File: config.mk
export PLATFORM = sky130hd
export DESIGN_NAME = pipeline_hazard_ctrl_flat
export DESIGN_NICKNAME = d
export VERILOG_FILES = /design/src/rtl/pipeline_hazard_ctrl_if.sv /design/src/rtl/pipeline_hazard_ctrl.sv /design/src/flat_wrapper.sv
export SDC_FILE = /design/constraint.sdc
export NUM_CORES = 1
export LEC_CHECK = 0
export BUFFER_PORTS_ARGS = -buffer_cell sky130_fd_sc_hd__buf_2
export CAP_MARGIN = 10
export CORE_ASPECT_RATIO = 1.2
export CORE_MARGIN = 5
export CORE_UTILIZATION = 52
export CTS_BUF_LIST = sky130_fd_sc_hd__clkbuf_8
export DETAILED_ROUTE_END_ITERATION = 6
export PLACE_DENSITY = 0.89
export SLEW_MARGIN = 10
export SYNTH_ARGS = -nofsm -noshare
export SYNTH_HDL_FRONTEND = slang
export SYNTH_SLANG_ARGS = --single-unit
File: constraint.sdc
create_clock -name clk -period 2.5 [get_ports clk]
set_input_delay 0.375 -clock clk [delete_from_list [all_inputs] [get_ports clk]]
set_output_delay 0.375 -clock clk [all_outputs]
set_load 0.02 [all_outputs]
File: src/rtl/pipeline_hazard_ctrl_if.sv
// Bundle between the hazard sequencer and the 5-stage pipeline datapath.
// The master side is the hazard controller: it observes the ID/EX/MEM
// hazard sources and drives the register enables, flushes and status.
// The slave side is the datapath that supplies those sources and obeys
// the controls.
//
// Handshake: the only request/response pair here is mem_req/mem_ready.
// mem_req is held high for as long as the instruction in MEM needs the data
// memory; the access completes in the cycle where mem_req and mem_ready are
// both high. mem_ready is don't-care while mem_req is low, and every cycle
// with mem_req high and mem_ready low is a wait cycle.
interface pipeline_hazard_ctrl_if;
    // Hazard sources from the pipeline
    logic [4:0]  id_rs;
    logic [4:0]  id_rt;
    logic [3:0]  ex_op_type;
    logic [4:0]  ex_write_reg;
    logic        branch_taken;
    logic        mem_req;
    logic        mem_ready;

    // Register controls back to the pipeline
    logic        pc_en;
    logic        if2id_en;
    logic        id2ex_en;
    logic        ex2mem_en;
    logic        if2id_flush;
    logic        id2ex_flush;
    logic        ex2mem_flush;
    logic        mem2wb_flush;

    // Status
    logic        mem_timeout;
    logic [15:0] stall_count;

    modport master (
        input  id_rs, id_rt, ex_op_type, ex_write_reg,
        input  branch_taken, mem_req, mem_ready,
        output pc_en, if2id_en, id2ex_en, ex2mem_en,
        output if2id_flush, id2ex_flush, ex2mem_flush, mem2wb_flush,
        output mem_timeout, stall_count
    );

    modport slave (
        output id_rs, id_rt, ex_op_type, ex_write_reg,
        output branch_taken, mem_req, mem_ready,
        input  pc_en, if2id_en, id2ex_en, ex2mem_en,
        input  if2id_flush, id2ex_flush, ex2mem_flush, mem2wb_flush,
        input  mem_timeout, stall_count
    );
endinterface

File: src/rtl/pipeline_hazard_ctrl.sv
// Stall/flush sequencer for the 5-stage MIPS32 pipeline.
// Resolves data-memory waits (freeze everything, bubble into WB), taken
// branches (squash IF/ID and ID/EX), and load-use interlocks (hold PC and
// IF/ID for one cycle, bubble into EX). A data-memory wait lasting
// MEM_TIMEOUT consecutive edges halts the pipeline until reset.
// A saturating counter records every cycle the PC was held.
// dbg_state exposes the FSM state: 0=RUN, 1=WAIT, 2=HALT.
module pipeline_hazard_ctrl #(
    parameter logic [3:0] OP_LOAD     = 4'd3,
    parameter int         MEM_TIMEOUT = 64      // legal range 2..255
) (
    input  logic                          clk,
    input  logic                          rst_n,
    pipeline_hazard_ctrl_if.master        hz,
    output logic [1:0]                    dbg_state
);

    typedef enum logic [1:0] {
        ST_RUN  = 2'd0,
        ST_WAIT = 2'd1,
        ST_HALT = 2'd2
    } state_e;

    // wait_cnt value at which one more frozen edge means a timeout
    localparam logic [7:0] WAIT_LAST = 8'(MEM_TIMEOUT - 1);
    localparam logic [15:0] STALL_MAX = 16'hFFFF;

    state_e      state_q, state_d;
    logic [7:0]  wait_cnt_q, wait_cnt_d;
    logic [15:0] stall_count_q, stall_count_d;

    logic mem_freeze;
    logic lu_hazard;

    logic pc_en, if2id_en, id2ex_en, ex2mem_en;
    logic if2id_flush, id2ex_flush, ex2mem_flush, mem2wb_flush;
    logic mem_timeout;

    // Hazard detection; loads to $0 never create a dependency
    always_comb begin
        mem_freeze = hz.mem_req & ~hz.mem_ready;
        lu_hazard  = (hz.ex_op_type == OP_LOAD) &&
                     (hz.ex_write_reg != 5'd0) &&
                     ((hz.ex_write_reg == hz.id_rs) ||
                      (hz.ex_write_reg == hz.id_rt));
    end

    // Next-state logic: track consecutive frozen edges, halt on timeout
    always_comb begin
        state_d    = state_q;
        wait_cnt_d = wait_cnt_q;
        unique case (state_q)
            ST_RUN: begin
                if (mem_freeze) begin
                    state_d    = ST_WAIT;
                    wait_cnt_d = 8'd1;
                end
            end
            ST_WAIT: begin
                if (!mem_freeze) begin
                    state_d    = ST_RUN;
                    wait_cnt_d = 8'd0;
                end else if (wait_cnt_q == WAIT_LAST) begin
                    // mem_ready arriving after this edge is too late
                    state_d = ST_HALT;
                end else begin
                    wait_cnt_d = wait_cnt_q + 8'd1;
                end
            end
            ST_HALT: begin
                state_d    = ST_HALT;
                wait_cnt_d = wait_cnt_q;
            end
            default: begin
                state_d    = ST_RUN;
                wait_cnt_d = 8'd0;
            end
        endcase
    end

    // Output decode: reset forces all controls low, HALT freezes and flushes
    always_comb begin
        pc_en        = 1'b0;
        if2id_en     = 1'b0;
        id2ex_en     = 1'b0;
        ex2mem_en    = 1'b0;
        if2id_flush  = 1'b0;
        id2ex_flush  = 1'b0;
        ex2mem_flush = 1'b0;
        mem2wb_flush = 1'b0;
        mem_timeout  = 1'b0;
        if (!rst_n) begin
            // everything stays low while reset is held
        end else if (state_q == ST_HALT) begin
            if2id_flush  = 1'b1;
            id2ex_flush  = 1'b1;
            ex2mem_flush = 1'b1;
            mem2wb_flush = 1'b1;
            mem_timeout  = 1'b1;
        end else if (mem_freeze) begin
            // MEM is stuck: nothing advances, WB receives a bubble.
            // A pending branch or load-use waits until the freeze ends.
            mem2wb_flush = 1'b1;
        end else if (hz.branch_taken) begin
            // ID instruction is wrong-path, so its load-use is irrelevant
            pc_en       = 1'b1;
            if2id_en    = 1'b1;
            id2ex_en    = 1'b1;
            ex2mem_en   = 1'b1;
            if2id_flush = 1'b1;
            id2ex_flush = 1'b1;
        end else if (lu_hazard) begin
            // Hold fetch/decode one cycle, load moves on to MEM
            id2ex_en    = 1'b1;
            ex2mem_en   = 1'b1;
            id2ex_flush = 1'b1;
        end else begin
            pc_en     = 1'b1;
            if2id_en  = 1'b1;
            id2ex_en  = 1'b1;
            ex2mem_en = 1'b1;
        end
    end

    // Stall counter: counts held-PC cycles outside HALT, saturating
    always_comb begin
        stall_count_d = stall_count_q;
        if ((state_q != ST_HALT) && !pc_en && (stall_count_q != STALL_MAX)) begin
            stall_count_d = stall_count_q + 16'd1;
        end
    end

    // State, wait counter and stall counter registers
    always_ff @(posedge clk or negedge rst_n) begin
        if (!rst_n) begin
            state_q       <= ST_RUN;
            wait_cnt_q    <= 8'd0;
            stall_count_q <= 16'd0;
        end else begin
            state_q       <= state_d;
            wait_cnt_q    <= wait_cnt_d;
            stall_count_q <= stall_count_d;
        end
    end

    assign hz.pc_en        = pc_en;
    assign hz.if2id_en     = if2id_en;
    assign hz.id2ex_en     = id2ex_en;
    assign hz.ex2mem_en    = ex2mem_en;
    assign hz.if2id_flush  = if2id_flush;
    assign hz.id2ex_flush  = id2ex_flush;
    assign hz.ex2mem_flush = ex2mem_flush;
    assign hz.mem2wb_flush = mem2wb_flush;
    assign hz.mem_timeout  = mem_timeout;
    assign hz.stall_count  = stall_count_q;
    assign dbg_state       = state_q;

endmodule

File: src/flat_wrapper.sv
// flat-port wrapper written by rule: the top's interface ports become plain ports
module pipeline_hazard_ctrl_flat 
#(
    parameter logic [3:0] OP_LOAD     = 4'd3,
    parameter int         MEM_TIMEOUT = 64                           
)
  (clk, rst_n, dbg_state, hz_id_rs, hz_id_rt, hz_ex_op_type, hz_ex_write_reg, hz_branch_taken, hz_mem_req, hz_mem_ready, hz_pc_en, hz_if2id_en, hz_id2ex_en, hz_ex2mem_en, hz_if2id_flush, hz_id2ex_flush, hz_ex2mem_flush, hz_mem2wb_flush, hz_mem_timeout, hz_stall_count);
  pipeline_hazard_ctrl_if hz_i ();
  input  logic clk;
  input  logic rst_n;
  output logic [1:0] dbg_state;
  input wire logic [$bits(hz_i.id_rs)-1:0] hz_id_rs;
  input wire logic [$bits(hz_i.id_rt)-1:0] hz_id_rt;
  input wire logic [$bits(hz_i.ex_op_type)-1:0] hz_ex_op_type;
  input wire logic [$bits(hz_i.ex_write_reg)-1:0] hz_ex_write_reg;
  input wire logic [$bits(hz_i.branch_taken)-1:0] hz_branch_taken;
  input wire logic [$bits(hz_i.mem_req)-1:0] hz_mem_req;
  input wire logic [$bits(hz_i.mem_ready)-1:0] hz_mem_ready;
  output wire logic [$bits(hz_i.pc_en)-1:0] hz_pc_en;
  output wire logic [$bits(hz_i.if2id_en)-1:0] hz_if2id_en;
  output wire logic [$bits(hz_i.id2ex_en)-1:0] hz_id2ex_en;
  output wire logic [$bits(hz_i.ex2mem_en)-1:0] hz_ex2mem_en;
  output wire logic [$bits(hz_i.if2id_flush)-1:0] hz_if2id_flush;
  output wire logic [$bits(hz_i.id2ex_flush)-1:0] hz_id2ex_flush;
  output wire logic [$bits(hz_i.ex2mem_flush)-1:0] hz_ex2mem_flush;
  output wire logic [$bits(hz_i.mem2wb_flush)-1:0] hz_mem2wb_flush;
  output wire logic [$bits(hz_i.mem_timeout)-1:0] hz_mem_timeout;
  output wire logic [$bits(hz_i.stall_count)-1:0] hz_stall_count;
  assign hz_i.id_rs = hz_id_rs;
  assign hz_i.id_rt = hz_id_rt;
  assign hz_i.ex_op_type = hz_ex_op_type;
  assign hz_i.ex_write_reg = hz_ex_write_reg;
  assign hz_i.branch_taken = hz_branch_taken;
  assign hz_i.mem_req = hz_mem_req;
  assign hz_i.mem_ready = hz_mem_ready;
  assign hz_pc_en = hz_i.pc_en;
  assign hz_if2id_en = hz_i.if2id_en;
  assign hz_id2ex_en = hz_i.id2ex_en;
  assign hz_ex2mem_en = hz_i.ex2mem_en;
  assign hz_if2id_flush = hz_i.if2id_flush;
  assign hz_id2ex_flush = hz_i.id2ex_flush;
  assign hz_ex2mem_flush = hz_i.ex2mem_flush;
  assign hz_mem2wb_flush = hz_i.mem2wb_flush;
  assign hz_mem_timeout = hz_i.mem_timeout;
  assign hz_stall_count = hz_i.stall_count;
  pipeline_hazard_ctrl #(.OP_LOAD(OP_LOAD), .MEM_TIMEOUT(MEM_TIMEOUT)) u_core (.clk(clk), .rst_n(rst_n), .hz(hz_i), .dbg_state(dbg_state));
endmodule
==> results of run 1 <==
## routing by layer
metal / vias to the layer above / share of wire (%) / track usage (%)
li1: 670 / - / -
met1: 610 / 40 / 19.5
met2: 64 / 47 / 27.5
met3: 4 / 12 / 3.92
met4: 0 / 1.2 / 6.05
met5: - / 0 / 0
## final timing paths
kind,slack (ps),endpoint,cells past startpoint
min,80,u_core.hz.stall_count[9]$_DFFE_PN0P_,2
max,300,u_core.hz.stall_count[1]$_DFFE_PN0P_,6
min reg2reg,500,u_core.hz.stall_count[13]$_DFFE_PN0P_,1
min in group clk,500,u_core.hz.stall_count[13]$_DFFE_PN0P_,1
max in group asynchronous,2240,u_core.wait_cnt_q[0]$_DFFE_PN0P_,2
max reg2reg,300,u_core.hz.stall_count[1]$_DFFE_PN0P_,6
## synth_stat cells (3+ instances only)
cell type / n
dfrtp_1: 26
nand2_1: 19
xnor2_1: 16
nand3_1: 14
nor2_1: 11
xor2_1: 11
nor3_1: 9
o22ai_1: 8
a21oi_1: 4
and3_1: 4
inv_1: 4
nand2b_1: 4
nand4_1: 4
buf_4: 3
clkbuf_1: 3
nor4_1: 3
o21ai_0: 3
## final cells by class
cell class | instances | share of cell area, %
multi-input cells | 127 | 43.3
flip-flops and latches | 26 | 35.1
repair buffers | 53 | 14.7
well taps | 34 | 2.29
clock buffers | 3 | 2.23
clock inverters | 1 | 1.62
inverters | 4 | 0.810
## logic make-up (layout without fill, tap and decap cells)
family	after synthesis	in the layout	share of synthesized area, %
and+or+nand+nor	76	76	25.1
muxes	2	2	1.41
adders and majority gates	2	2	1.65
DFF	26	26	43.0
buffers and inverters	11	61	3.97
AOI/OAI and AO/OA	20	20	9.18
xor gates and xnor gates	27	27	15.6
## state kept, by name, indices dropped and copies added, names as in the netlist
name,cells
u_core.wait_cnt_q,8
u_core.hz.stall_count,16
u_core.dbg_state,2
## worst max-delay path: cells and delay by family (launching register included)
family | cells | cell delay [ps]
flip-flops | 1 | 450
AND/OR/NAND/NOR | 3 | 640
multiplexers | 1 | 370
adder cells (fa/ha/maj) | 1 | 260
AO/OA/AOI/OAI | 1 | 370
## power by group through the flow
stage	sequential, mW	combinational [mW]	clock (mW)
global route	0.606	0.451	0.360
floorplan	0.662	0.192	0
detailed placement	0.595	0.409	0
CTS	0.590	0.419	0.349
finish	0.593	0.414	0.346
global placement	0.594	0.401	0
## per-stage QoR
stage / worst slack [ps] / std cells
6_report: 299 / 248
5_1_grt: 186 / 248
4_1_cts: 292 / 248
3_5_place_dp: 251 / 244
3_3_place_gp: 290 / 244
2_1_floorplan: 468 / 164
==> out/qor.yml, run 1 <==
outcome:
  status: "finished, final reports clean"
power_and_ir_drop:
  intPower_mw: 0.876
  vdd_drop_max_mv: 0.589
  p_clk_share_pct: 25.6
  combPwrFrac_pct: 30.6
  power_switching_mw: 0.476
  seq_power_share_pct: 43.8
  sw_frac_of_total_pct: 35.2
  p_per_area_mw_per_mm2: 729
  leakage_nw: 0.794
  power.total_mw: 1.35
sta:
  finalSetupViolCount: 0
  maxSlewHeadroom_pct: 66.7
  hold_violations: 0
  slew_violations: 0
  final.period_utilization_pct: 88.0
  period_minus_slack_ps: 2200
  rsz0062_at_grt: "false"
  tightest_slew_ps: 495
  holdWs_ps: 75.2
  finalClockSkew_ps: 6.24
  fmax_ghz: 0.454
  finalSetupTns_ps: 0
worst_setup_path:
  crit_type: "flip-flop to flip-flop"
  crit_fanout: 16
  slowest_delay_ps: 450
  worstPathRequired_ps: 2660
  critPathLaunchType: "flip-flop"
  cp_slowest_cell: "dfrtp_1"
  arrival_ps: 2360
  crit_start: "u_core.hz.stall_count[0]$_DFFE_PN0P_"
  crit_chain: "ha_1 > nand4_1 > nor4_1 > nor3_1 > a21oi_4 > mux2_1"
  rr_startpoint: "u_core.hz.stall_count[0]$_DFFE_PN0P_"
  crit_path_end_kind: "flip-flop"
floorplan:
  die_h_um: 69.1
  die_area_mm2: 0.00409
  core_area_mm2: 0.00279
  initial_core_util_pct: 54.3
  io_pins: 51
  fp.dieW_um: 59.2
  placementRows: 21
finish:
  n_antenna_cell: 0
  multiInputGateArea_um2: 802
  fin_nets: 241
  final_cell_area_mm2: 0.00185
  syn2layout_area_growth_pct: 22.6
  seqCellArea_um2: 651
  fill_cells: 240
  layout_common_cells: "50 x buf_2, 26 x dfrtp_1, 19 x nand2_1"
  final_common_cell: "buf_2"
  utilization_pct: 66.6
  drive_above_1_share_pct: 28.5
logic_synthesis:
  synth_area_per_cell_um2: 9.22
  synth-seq-cells: 26
  syn_nets: 190
  synth-seq-area-share_pct: 43.0
  synth_async_sr_flop_share_pct: 100
  ys_types: 33
  synth_flop_cell: "dfrtp_1"
  syn_area_mm2: 0.00151
  synth_top_area_share_pct: 43.0
  synth_warnings: 0
  syn_inst: 164
  yosysTopAreaCell: "dfrtp_1"
  synth_edf_count: 0
  yosys-top-cells-area: "dfrtp_1 43%, xnor2_1 9.3%, xor2_1 6.4%"
global_routing:
  antenna_found_initial: 0
  grtUsageTotal_pct: 16.3
  grt_pass1_vias: 1292
  grt_overflow: 0
  grt_pass1_wl_um: 5380
  grt_max_degree: 18
placement:
  dpl.hpwl_um: 2580
  gp_congestion: 0.851
  place_area_mm2: 0.00178
  io_buffers: 50
detailed_routing:
  avgRoutedWirePerCell_um: 13.7
  drtIter0Drc: 62
  route.detailed.drc: 0
  via_count: 1348
  firstDrtPassIters: 4
  vias_per_cell: 5.44
  drtAntennaViolNets: 0
  routed_wl_um: 3390
clock_tree:
  htree_levels: 1
  path_clk_slew_ps: 90
  cts_made_buffers: 3
  clkLatencyLatePin_ps: 270
  cts_setup_buffers: 0
  ctsResizeCount: 0
  ctsHoldBuffers: 0
  cts_tree: "built"
  cts-root-buf: "clkbuf_8"
  cts_sinks: 26
  max-clock-path-buffers: 2
hold_path:
  hp-class: "primary input to async pin"
flow_run:
  drv_cap: 0
No activity file was read; power rests on OpenSTA's default activity.
==> run 2, diff against run 1 <==
CORE_UTILIZATION = 55   (was 52)
PLACE_DENSITY = 0.93   (was 0.89)
clock period = 2.7 ns   (was 2.5 ns; I/O delays follow)
==> run 2 against run 1 <==
Effect of this change:
- sequential cell count unchanged
- first-iteration DRC count is 1.6% higher
- die area down 4.6%
- clock power shrank 5%
- final area is 0.88% lower
- global-route usage increased by 2.7 points
- sequential power is 7.9% lower
- largest cell class unchanged
==> out/qor.yml, run 2 (synthesis results as in run 1) <==
power_and_ir_drop:
  intPower_mw: 0.808  # was 0.876 mW
  combPwrFrac_pct: 30.2  # was 30.6%
  sw_frac_of_total_pct: 35.3  # was 35.2%
  vdd_drop_max_mv: 0.737  # was 0.589 mV
  leakage_nw: 0.784  # was 0.794 nW
  power.total_mw: 1.25  # was 1.35 mW
  p_clk_share_pct: 26.2  # was 25.6%
  p_per_area_mw_per_mm2: 680  # was 729 mW/mm^2
  seq_power_share_pct: 43.7  # was 43.8%
  power_switching_mw: 0.441  # was 0.476 mW
clock_tree:
  cts-root-buf: "clkbuf_8"  # unchanged
  cts_made_buffers: 3  # unchanged
  ctsHoldBuffers: 0  # unchanged
  path_clk_slew_ps: 100  # was 90 ps
  htree_levels: 1  # unchanged
  ctsResizeCount: 0  # unchanged
  cts_sinks: 26  # unchanged
  max-clock-path-buffers: 2  # unchanged
  cts_setup_buffers: 0  # unchanged
  clkLatencyLatePin_ps: 270  # about the same
  cts_tree: "built"  # unchanged
detailed_routing:
  routed_wl_um: 3440  # was 3390 um
  route.detailed.drc: 0  # unchanged
  vias_per_cell: 5.54  # was 5.44
  firstDrtPassIters: 6  # was 4
  avgRoutedWirePerCell_um: 14.0  # was 13.7 um
  drtAntennaViolNets: 0  # unchanged
  via_count: 1357  # was 1348
  drtIter0Drc: 63  # was 62
worst_setup_path:
  rr_startpoint: "u_core.hz.stall_count[0]$_DFFE_PN0P_"  # unchanged
  crit_fanout: 16  # unchanged
  critical_path.endpoint: "u_core.hz.stall_count[1]$_DFFE_PN0P_"  # unchanged
  critPathLaunchType: "flip-flop"  # unchanged
  crit_path_end_kind: "flip-flop"  # unchanged
  arrival_ps: 2340  # was 2360 ps
  reg2reg_slack_ps: 530  # was 300 ps
  r2r_end: "u_core.hz.stall_count[1]$_DFFE_PN0P_"  # unchanged
  crit_start: "u_core.hz.stall_count[0]$_DFFE_PN0P_"  # unchanged
  r2r_cells: 6  # unchanged
  crit_type: "flip-flop to flip-flop"  # unchanged
  worstPathRequired_ps: 2870  # was 2660 ps
sta:
  setup_slack_ps: 531  # was 299 ps
  finalClockSkew_ps: 5.55  # was 6.24 ps
  holdWs_ps: 34.4  # was 75.2 ps
  tightest_slew_ps: 488  # was 495 ps
  period_minus_slack_ps: 2170  # was 2200 ps
  hold_violations: 0  # unchanged
  finalSetupViolCount: 0  # unchanged
  rsz0062_at_grt: "false"  # unchanged
  fmax_ghz: 0.461  # was 0.454 GHz
  finalSetupTns_ps: 0  # unchanged
  maxSlewHeadroom_pct: 67.2  # was 66.7%
  slew_violations: 0  # unchanged
  final.period_utilization_pct: 80.3  # was 88.0%
floorplan:
  initial_core_util_pct: 58.7  # was 54.3%
  placementRows: 20  # was 21
  die_h_um: 67.5  # was 69.1 um
  core_area_mm2: 0.00258  # was 0.00279 mm^2
  fp.dieW_um: 57.9  # was 59.2 um
  io_pins: 51  # unchanged
  die_area_mm2: 0.00390  # was 0.00409 mm^2
flow_run:
  drv_cap: 0  # unchanged
outcome:
  status: "finished, final reports clean"  # unchanged
finish:
  utilization_pct: 71.3  # was 66.6%
  fin_nets: 239  # was 241
  instances_no_fill: 245  # was 248
  final_cell_area_mm2: 0.00184  # was 0.00185 mm^2
  n_antenna_cell: 0  # unchanged
  drive_above_1_share_pct: 27.8  # was 28.5%
  syn2layout_area_growth_pct: 21.5  # was 22.6%
  largest_reg_flops: 16  # unchanged
  final_common_cell: "buf_2"  # unchanged
  layout_common_cells: "50 x buf_2, 26 x dfrtp_1, 19 x nand2_1"  # unchanged
global_routing:
  grt_pass1_wl_um: 5880  # was 5380 um
  grtUsageTotal_pct: 19.0  # was 16.3%
  antenna_found_initial: 0  # unchanged
  grt_overflow: 0  # unchanged
  grt_max_degree: 19  # was 18
  grt_pass1_vias: 1371  # was 1292
placement:
  gp_congestion: 0.886  # was 0.851
  place_ws_ps: 444  # was 251 ps
  dpl.hpwl_um: 2630  # was 2580 um
  io_buffers: 50  # unchanged
  dpl.cell_count: 241  # was 244
  place_area_mm2: 0.00177  # was 0.00178 mm^2
hold_path:
  hp-class: "primary input to async pin"  # unchanged
-- run 2: cell types whose count changed in the layout (fill, tap and decap cells not counted) --
cell and change:
buf_4 -2
-- run 2: power by group through the flow --
| stage | logic, mW | registers [mW] | clock network (mW) |
|---|---|---|---|
| 6_report | 0.377 | 0.546 | 0.327 |
| 3_5_place_dp | 0.378 | 0.552 | 0 |
| 5_1_grt | 0.414 | 0.564 | 0.344 |
| 3_3_place_gp | 0.369 | 0.549 | 0 |
| 2_1_floorplan | 0.178 | 0.613 | 0 |
| 4_1_cts | 0.380 | 0.544 | 0.329 |
-- run 2: how the worst min path moves through the flow --
stage / to / start / cells past startpoint
4_1_cts: u_core.hz.stall_count[4]$_DFFE_PN0P_ / rst_n / 1
5_1_grt: u_core.hz.stall_count[4]$_DFFE_PN0P_ / rst_n / 1
3_5_place_dp: u_core.hz.stall_count[4]$_DFFE_PN0P_ / rst_n / 1
6_report: u_core.hz.stall_count[4]$_DFFE_PN0P_ / rst_n / 1
3_3_place_gp: u_core.hz.stall_count[4]$_DFFE_PN0P_ / rst_n / 1
2_1_floorplan: u_core.dbg_state[0]$_DFFE_PN0P_ / rst_n / 0
-- run 2: layer usage --
| metal | part of all wire, % | routed length (um) | GRT usage [%] | vias up |
|---|---|---|---|---|
| li1 | - | - | - | 665 |
| met1 | 41 | 1400 | 21.9 | 635 |
| met2 | 49 | 1690 | 35.0 | 53 |
| met3 | 9.2 | 317 | 3.82 | 4 |
| met4 | 0.93 | 32 | 5.80 | 0 |
| met5 | 0 | 0 | 0 | - |
-- run 2: critical path: stages, from the launching register on --
cell and delay (ps):
dfrtp_1 430, ha_1 240, nand4_1 110, nor4_1 390, nor3_1 150, a21oi_4 380, mux2_1 360
-- run 2: area by class of cell --
type	instances	area, um^2
fill	210	739
clock inverter	1	30.0
sequential	26	651
multi-input combinational	127	802
inverter	4	15.0
clock buffer	3	41.3
timing repair buffer	51	258
tap	33	41.3
